File: config.mk
export PLATFORM = sky130hd
export DESIGN_NAME = fifo_flagged
export DESIGN_NICKNAME = d
export VERILOG_FILES = /design/src/rtl/fifo_pkg.sv /design/src/rtl/fifo_wrap_ptr.sv /design/src/rtl/fifo_flagged.sv
export SDC_FILE = /design/constraint.sdc
export NUM_CORES = 1
export LEC_CHECK = 0
export BUFFER_PORTS_ARGS = -buffer_cell sky130_fd_sc_hd__buf_2
export CELL_PAD_IN_SITES_DETAIL_PLACEMENT = 1
export CELL_PAD_IN_SITES_GLOBAL_PLACEMENT = 1
export CORE_MARGIN = 4
export CORE_UTILIZATION = 49
export CTS_CLUSTER_SIZE = 28
export DETAILED_ROUTE_END_ITERATION = 12
export PLACE_DENSITY = 0.81
export SLEW_MARGIN = 15
export SYNTH_ARGS = -nofsm -noshare
export SYNTH_HDL_FRONTEND = slang
export SYNTH_SLANG_ARGS = --single-unit
File: constraint.sdc
create_clock -name clk -period 5.2 [get_ports clk]
set_input_delay 0.78 -clock clk [delete_from_list [all_inputs] [get_ports clk]]
set_output_delay 0.78 -clock clk [all_outputs]
set_load 0.02 [all_outputs]
File: src/rtl/fifo_pkg.sv
// -----------------------------------------------------------------------------
// fifo_pkg
// Shared definitions for the flagged FIFO and its pointer sub-module:
//   read_mode_e  - read-port behaviour (STANDARD registered dout, or FWFT)
//   count_width  - bits needed to hold an occupancy of 0..depth
//   ptr_width    - bits needed to address depth storage words
// -----------------------------------------------------------------------------
package fifo_pkg;

    typedef enum logic {
        STANDARD = 1'b0,
        FWFT     = 1'b1
    } read_mode_e;

    function automatic int count_width(input int depth);
        return $clog2(depth + 1);
    endfunction

    // A 1-word FIFO would give $clog2 == 0; keep at least one address bit.
    function automatic int ptr_width(input int depth);
        return (depth > 1) ? $clog2(depth) : 1;
    endfunction

endpackage

File: src/rtl/fifo_wrap_ptr.sv
// -----------------------------------------------------------------------------
// fifo_wrap_ptr
// Storage pointer that advances by one on each cycle inc is high and wraps
// from DEPTH-1 back to 0, so DEPTH need not be a power of two.
// Ports:
//   clk  in   clock, rising edge
//   rst  in   synchronous active-high reset, pointer to 0
//   inc  in   advance the pointer this cycle
//   ptr  out  current pointer, 0..DEPTH-1
// -----------------------------------------------------------------------------
module fifo_wrap_ptr
    import fifo_pkg::*;
#(
    parameter int DEPTH = 4
) (
    input  logic                         clk,
    input  logic                         rst,
    input  logic                         inc,
    output logic [ptr_width(DEPTH)-1:0]  ptr
);

    localparam int PW = ptr_width(DEPTH);

    // Explicit compare against the last index: natural binary overflow would
    // only wrap correctly for power-of-two depths.
    always_ff @(posedge clk) begin
        if (rst) begin
            ptr <= '0;
        end else if (inc) begin
            if (ptr == PW'(DEPTH - 1)) begin
                ptr <= '0;
            end else begin
                ptr <= ptr + PW'(1);
            end
        end
    end

endmodule

File: src/rtl/fifo_flagged.sv
// -----------------------------------------------------------------------------
// fifo_flagged
// Synchronous single-clock FIFO with occupancy count and full/empty,
// almost-full/almost-empty and overflow/underflow flags. The read port either
// registers dout on each accepted read (FWFT=0) or shows the head word
// combinationally whenever the FIFO is not empty (FWFT=1).
// Parameters: WIDTH, DEPTH (>=2), FWFT (0/1), AF_LEVEL (1..DEPTH),
//             AE_LEVEL (0..DEPTH-1).
// Ports:
//   clk           in   clock, rising edge
//   rst           in   synchronous active-high reset
//   din           in   write data
//   write         in   write request
//   full          out  count == DEPTH
//   almost_full   out  count >= AF_LEVEL
//   overflow      out  one-cycle pulse after a rejected write
//   read          in   read request
//   dout          out  read data
//   empty         out  count == 0
//   almost_empty  out  count <= AE_LEVEL
//   underflow     out  one-cycle pulse after a rejected read
//   count         out  stored words, 0..DEPTH
// -----------------------------------------------------------------------------
module fifo_flagged
    import fifo_pkg::*;
#(
    parameter int WIDTH    = 8,
    parameter int DEPTH    = 4,
    parameter int FWFT     = 0,
    parameter int AF_LEVEL = DEPTH - 1,
    parameter int AE_LEVEL = 1
) (
    input  logic                           clk,
    input  logic                           rst,
    input  logic [WIDTH-1:0]               din,
    input  logic                           write,
    output logic                           full,
    output logic                           almost_full,
    output logic                           overflow,
    input  logic                           read,
    output logic [WIDTH-1:0]               dout,
    output logic                           empty,
    output logic                           almost_empty,
    output logic                           underflow,
    output logic [count_width(DEPTH)-1:0]  count
);

    localparam int         CW   = count_width(DEPTH);
    localparam int         PW   = ptr_width(DEPTH);
    localparam read_mode_e MODE = (FWFT != 0) ? fifo_pkg::FWFT : fifo_pkg::STANDARD;

    if (DEPTH < 2) begin : g_bad_depth
        $error("fifo_flagged: DEPTH must be at least 2");
    end
    if (AF_LEVEL < 1 || AF_LEVEL > DEPTH) begin : g_bad_af
        $error("fifo_flagged: AF_LEVEL must be in 1..DEPTH");
    end
    if (AE_LEVEL < 0 || AE_LEVEL > DEPTH - 1) begin : g_bad_ae
        $error("fifo_flagged: AE_LEVEL must be in 0..DEPTH-1");
    end
    if (FWFT != 0 && FWFT != 1) begin : g_bad_mode
        $error("fifo_flagged: FWFT must be 0 or 1");
    end

    logic [WIDTH-1:0] mem [DEPTH];
    logic [PW-1:0]    wr_ptr;
    logic [PW-1:0]    rd_ptr;
    logic             wr_acc;
    logic             rd_acc;

    // Acceptance is judged on the registered flags, so a write into a full
    // FIFO is rejected even when a read frees a word on the same edge, and a
    // read from an empty FIFO is rejected even alongside a write.
    assign wr_acc = write && !full;
    assign rd_acc = read && !empty;

    fifo_wrap_ptr #(.DEPTH(DEPTH)) u_wr_ptr (
        .clk (clk),
        .rst (rst),
        .inc (wr_acc),
        .ptr (wr_ptr)
    );

    fifo_wrap_ptr #(.DEPTH(DEPTH)) u_rd_ptr (
        .clk (clk),
        .rst (rst),
        .inc (rd_acc),
        .ptr (rd_ptr)
    );

    always_ff @(posedge clk) begin
        if (rst) begin
            count <= '0;
        end else if (wr_acc && !rd_acc) begin
            count <= count + CW'(1);
        end else if (rd_acc && !wr_acc) begin
            count <= count - CW'(1);
        end
    end

    always_ff @(posedge clk) begin
        if (rst) begin
            overflow  <= 1'b0;
            underflow <= 1'b0;
        end else begin
            overflow  <= write && full;
            underflow <= read && empty;
        end
    end

    assign full         = (count == CW'(DEPTH));
    assign empty        = (count == '0);
    assign almost_full  = (count >= CW'(AF_LEVEL));
    assign almost_empty = (count <= CW'(AE_LEVEL));

    // Storage is not reset; the cleared pointers and count make any stale
    // contents unreachable.
    always_ff @(posedge clk) begin
        if (wr_acc) begin
            mem[wr_ptr] <= din;
        end
    end

    if (MODE == fifo_pkg::STANDARD) begin : g_std_read
        logic [WIDTH-1:0] dout_q;

        always_ff @(posedge clk) begin
            if (rst) begin
                dout_q <= '0;
            end else if (rd_acc) begin
                dout_q <= mem[rd_ptr];
            end
        end

        assign dout = dout_q;
    end else begin : g_fwft_read
        assign dout = mem[rd_ptr];
    end

endmodule
==> results.tsv <==
stage	metric	value	unit
status	outcome	finished, final reports clean	
clock_network	TritonCTS clock tree	yes	
power_and_ir_drop	internal power	0.000729	W
placed_design	routability congestion estimate from global placement	0.751	
clock_network	CTS hold repair buffers	0	
synth	portion of netlist area occupied by mux cells	10.3	%
job	Max-Cap Viols	0	
grt	grt ovf	0	
synth	Netlist cell types	27	
synth	main combinational cell family by area after synthesis	multiplexers	
layout	# fillers	398	
power_and_ir_drop	part of the power in combinational logic	33.8	%
synth	area fraction in and, or, nand and nor cells after synthesis	7.81	%
synth	Adder-Cell Fraction of Synth Area	6.77	%
setup_path	Data arrival, critical path	1.57	ns
drt	Pre-Repair DR Iteration Count	6	
layout	most common cell after layout, fill and taps aside	edfxtp_1	
sta	Fin. Hold Viols	0	
clock_network	number of gates resized after cts	0	
drt	mean number of vias per cell	5.37	
setup_path	crit path capture type	output pin	
drt	Initial DRC Count	53	
grt	wire length of the first global-routing pass	6310	um
clock_network	Setup Fix Bufs, Post-CTS	0	
clock_network	clock-pin slew on the worst setup and hold paths	0.09	ns
setup_path	startpoint of the lowest-slack register-to-register path	count[0]	
placed_design	Buffers on Ports	28	
floorplanning	Die Area	0.00525	mm^2
synth	Synthesis Warnings	0	
setup_path	critical-path cell list	inv_1 -> ha_1 -> nand2b_4 -> inv_2 -> buf_2	
floorplanning	Core Box Area	0.00400	mm^2
floorplanning	Initial Util	50.9	%
setup_path	endpoint of the most critical setup path	empty	
power_and_ir_drop	switching share of power	35.6	%
clock_network	Sinks on Clock Net	49	
setup_path	endpoint required time on the critical path	4.42	ns
sta	post-route worst hold slack	0.491	ns
power_and_ir_drop	clock network power share	19.5	%
synth	top flip-flop cell by instance count after synthesis	edfxtp_1	
sta	number of max-slew violations in the final report	0	
synth	Compound-Gate Fraction of Synth Area	6.83	%
synth	number of enable-type register cells in the synthesized netlist	32	
clock_network	number of buffers on the longest clock path	2	
setup_path	CP bufs+invs	3	
min_path	class of the most critical hold timing path	reg2reg	
drt	total length of routed wires	3780	um
clock_network	insertion delay of the later-clocked pin in the worst-skew pair	0.30	ns
synth	register bit total from synthesis	49	
layout	fraction of layout cells with a size suffix above 1	26.9	%
sta	total negative slack	0	ns
floorplanning	number of placement rows	23	
sta	final setup violating endpoints	0	
power_and_ir_drop	leakage power figure	0.861	nW
sta	headroom to the max-slew limit	58.3	%
setup_path	Max Fanout on Critical Path	12	
placed_design	half-perimeter wire length of the detailed placement result	2770	um
sta	min cycle time layout	2.35	ns
setup_path	FF-to-FF End	mem[3][6]	
drt	vias	1187	
drt	WL/cell	17.1	um
synth	Synthesized Nets	167	
power_and_ir_drop	PD cells	496	mW/mm^2
synth	post-synthesis instance area	0.00203	mm^2
setup_path	kind of cell adding the most delay to the critical path	buffers and inverters	
setup_path	worst setup path start	count[1]	
grt	number of global-route vias before repair	1273	
floorplanning	die extent in y	72.4	um
synth	xor and xnor fraction of the mapped netlist area	0.861	%
setup_path	worst r2r path cells	4	
grt	pin count of the biggest net entering global routing	18	
floorplanning	horizontal die dimension	72.4	um
setup_path	longest individual stage delay on the worst path	0.36	ns
power_and_ir_drop	net switching power	0.000403	W
floorplanning	I/O pin count	29	
drt	number of routed nets with antenna violations	0	
clock_network	CTS H-tree depth	2	
synth	ys async rst share	0	%
sta	maximum clock frequency	426	MHz
sta	RSZ-0062 raised after global routing	false	
sta	final worst clock skew	0.0135	ns
drt	DRC violations left	0	
grt	number of antenna violations at the first check in global routing	0	
synth	average size of a mapped cell	14.1	um^2
clock_network	number of buffers inserted during clock tree synthesis	5	
synth	Mapped Cells	144	
setup_path	register-to-register setup slack	3.22	ns
setup_path	Worst Path Class, Setup	reg2out	
layout	layout net count	193	
synth	register area share after synthesis	64.0	%
min_path	number of instances on the worst hold path	2	
grt	Overall Global Routing Usage	16.2	%
power_and_ir_drop	sequential fraction of design power	46.6	%
setup_path	Critical Path Stages	5	
setup_path	cell at the slowest stage of the critical path	dfxtp_1	
sta	slew at the pin closest to its max-slew limit	0.624	ns
power_and_ir_drop	Worst IR Drop VDD	239	uV
setup_path	type of element launching the critical path	flop	
layout	commonest non-fill, non-tap cells in the layout	edfxtp_1 (32), buf_2 (28), dfxtp_1 (17), o21ai_0 (12), a21oi_1 (12)	
clock_network	library cell used as clock root buffer	clkbuf_8	
layout	total inserted antenna cells	0	
layout	Area growth syn-to-layout	12.1	%
sta	fin crit share	45.2	%
cells by family after synthesis:
logic type	after synthesis
AO/OA/AOI/OAI	26
flip-flops	49
multiplexers	11
AND/OR/NAND/NOR	29
buffers and inverters	16
XOR/XNOR	2
adder cells (fa/ha/maj)	11
Yosys cell counts (2+ instances only):
cell | n | area (um^2)
a21oi_1 | 12 | 60.1
and2_1 | 5 | 31.3
buf_4 | 2 | 15.0
clkbuf_1 | 5 | 18.8
dfxtp_1 | 17 | 340
edfxtp_1 | 32 | 961
ha_1 | 11 | 138
inv_1 | 6 | 22.5
mux2i_1 | 3 | 30.0
mux4_2 | 8 | 180
nand3_1 | 9 | 45.0
nor2_1 | 8 | 30.0
o21ai_0 | 12 | 60.1
flip-flops by register name, summed over array words and instances, names as in the netlist:
register,flops
underflow,1
u_wr_ptr.ptr,2
overflow,1
count,3
u_rd_ptr.ptr,2
mem,32
dout,8
power by group through the flow:
stage,Clock (W),Combinational (W),Sequential (W)
3_5_place_dp,0,0.000385,0.000539
2_1_floorplan,0,0.000280,0.000543
4_1_cts,0.000225,0.000388,0.000530
5_1_grt,0.000243,0.000423,0.000538
6_report,0.000221,0.000383,0.000528
3_3_place_gp,0,0.000370,0.000533
worst min-delay path, delay by kind of cell (launching register included):
| family | cells | cell delay, ns |
|---|---|---|
| AOI/OAI and AO/OA | 2 | 0.13 |
| DFF | 1 | 0.32 |
cell type report:
type / count / area (um^2) / area share, %
sequential: 49 / 1300 / 57.0
multi-input combinational: 79 / 663 / 29.1
timing repair buffer: 28 / 140 / 6.14
clock buffer: 6 / 72.6 / 3.18
tap: 50 / 62.6 / 2.74
inverter: 7 / 26.3 / 1.15
clock inverter: 2 / 15.0 / 0.658
per-layer routing:
| metal | GRT usage (%) | up-vias | share of wire [%] |
|---|---|---|---|
| met5 | 0 | - | 0 |
| met4 | 6.15 | 0 | 1.9 |
| met3 | 4.43 | 6 | 6.5 |
| met2 | 26.7 | 34 | 48 |
| met1 | 20.6 | 574 | 43 |
| li1 | - | 573 | - |
stage by stage:
stage	utilization [%]	instance area [um^2]	total power, W	cells	worst slack, ns
global route	57.0	2280	0.00120	221	2.75
CTS	57.0	2280	0.00114	221	2.84
global placement	54.8	2190	0.000903	213	3.23
floorplan	-	2030	0.000823	144	3.16
finish	57.0	2280	0.00113	221	2.85
detailed placement	54.8	2190	0.000924	213	3.19
worst min path at each step:
stage / startpoint / to / slack (ns)
2_1_floorplan: u_wr_ptr.ptr[1] / u_wr_ptr.ptr[1] / 0.51
3_3_place_gp: dout[2] / dout[2] / 0.46
3_5_place_dp: dout[1] / dout[1] / 0.48
6_report: dout[7] / dout[7] / 0.49
5_1_grt: dout[7] / dout[7] / 0.51
4_1_cts: dout[1] / dout[1] / 0.49
Note: power is estimated with default switching activity, not from simulation.
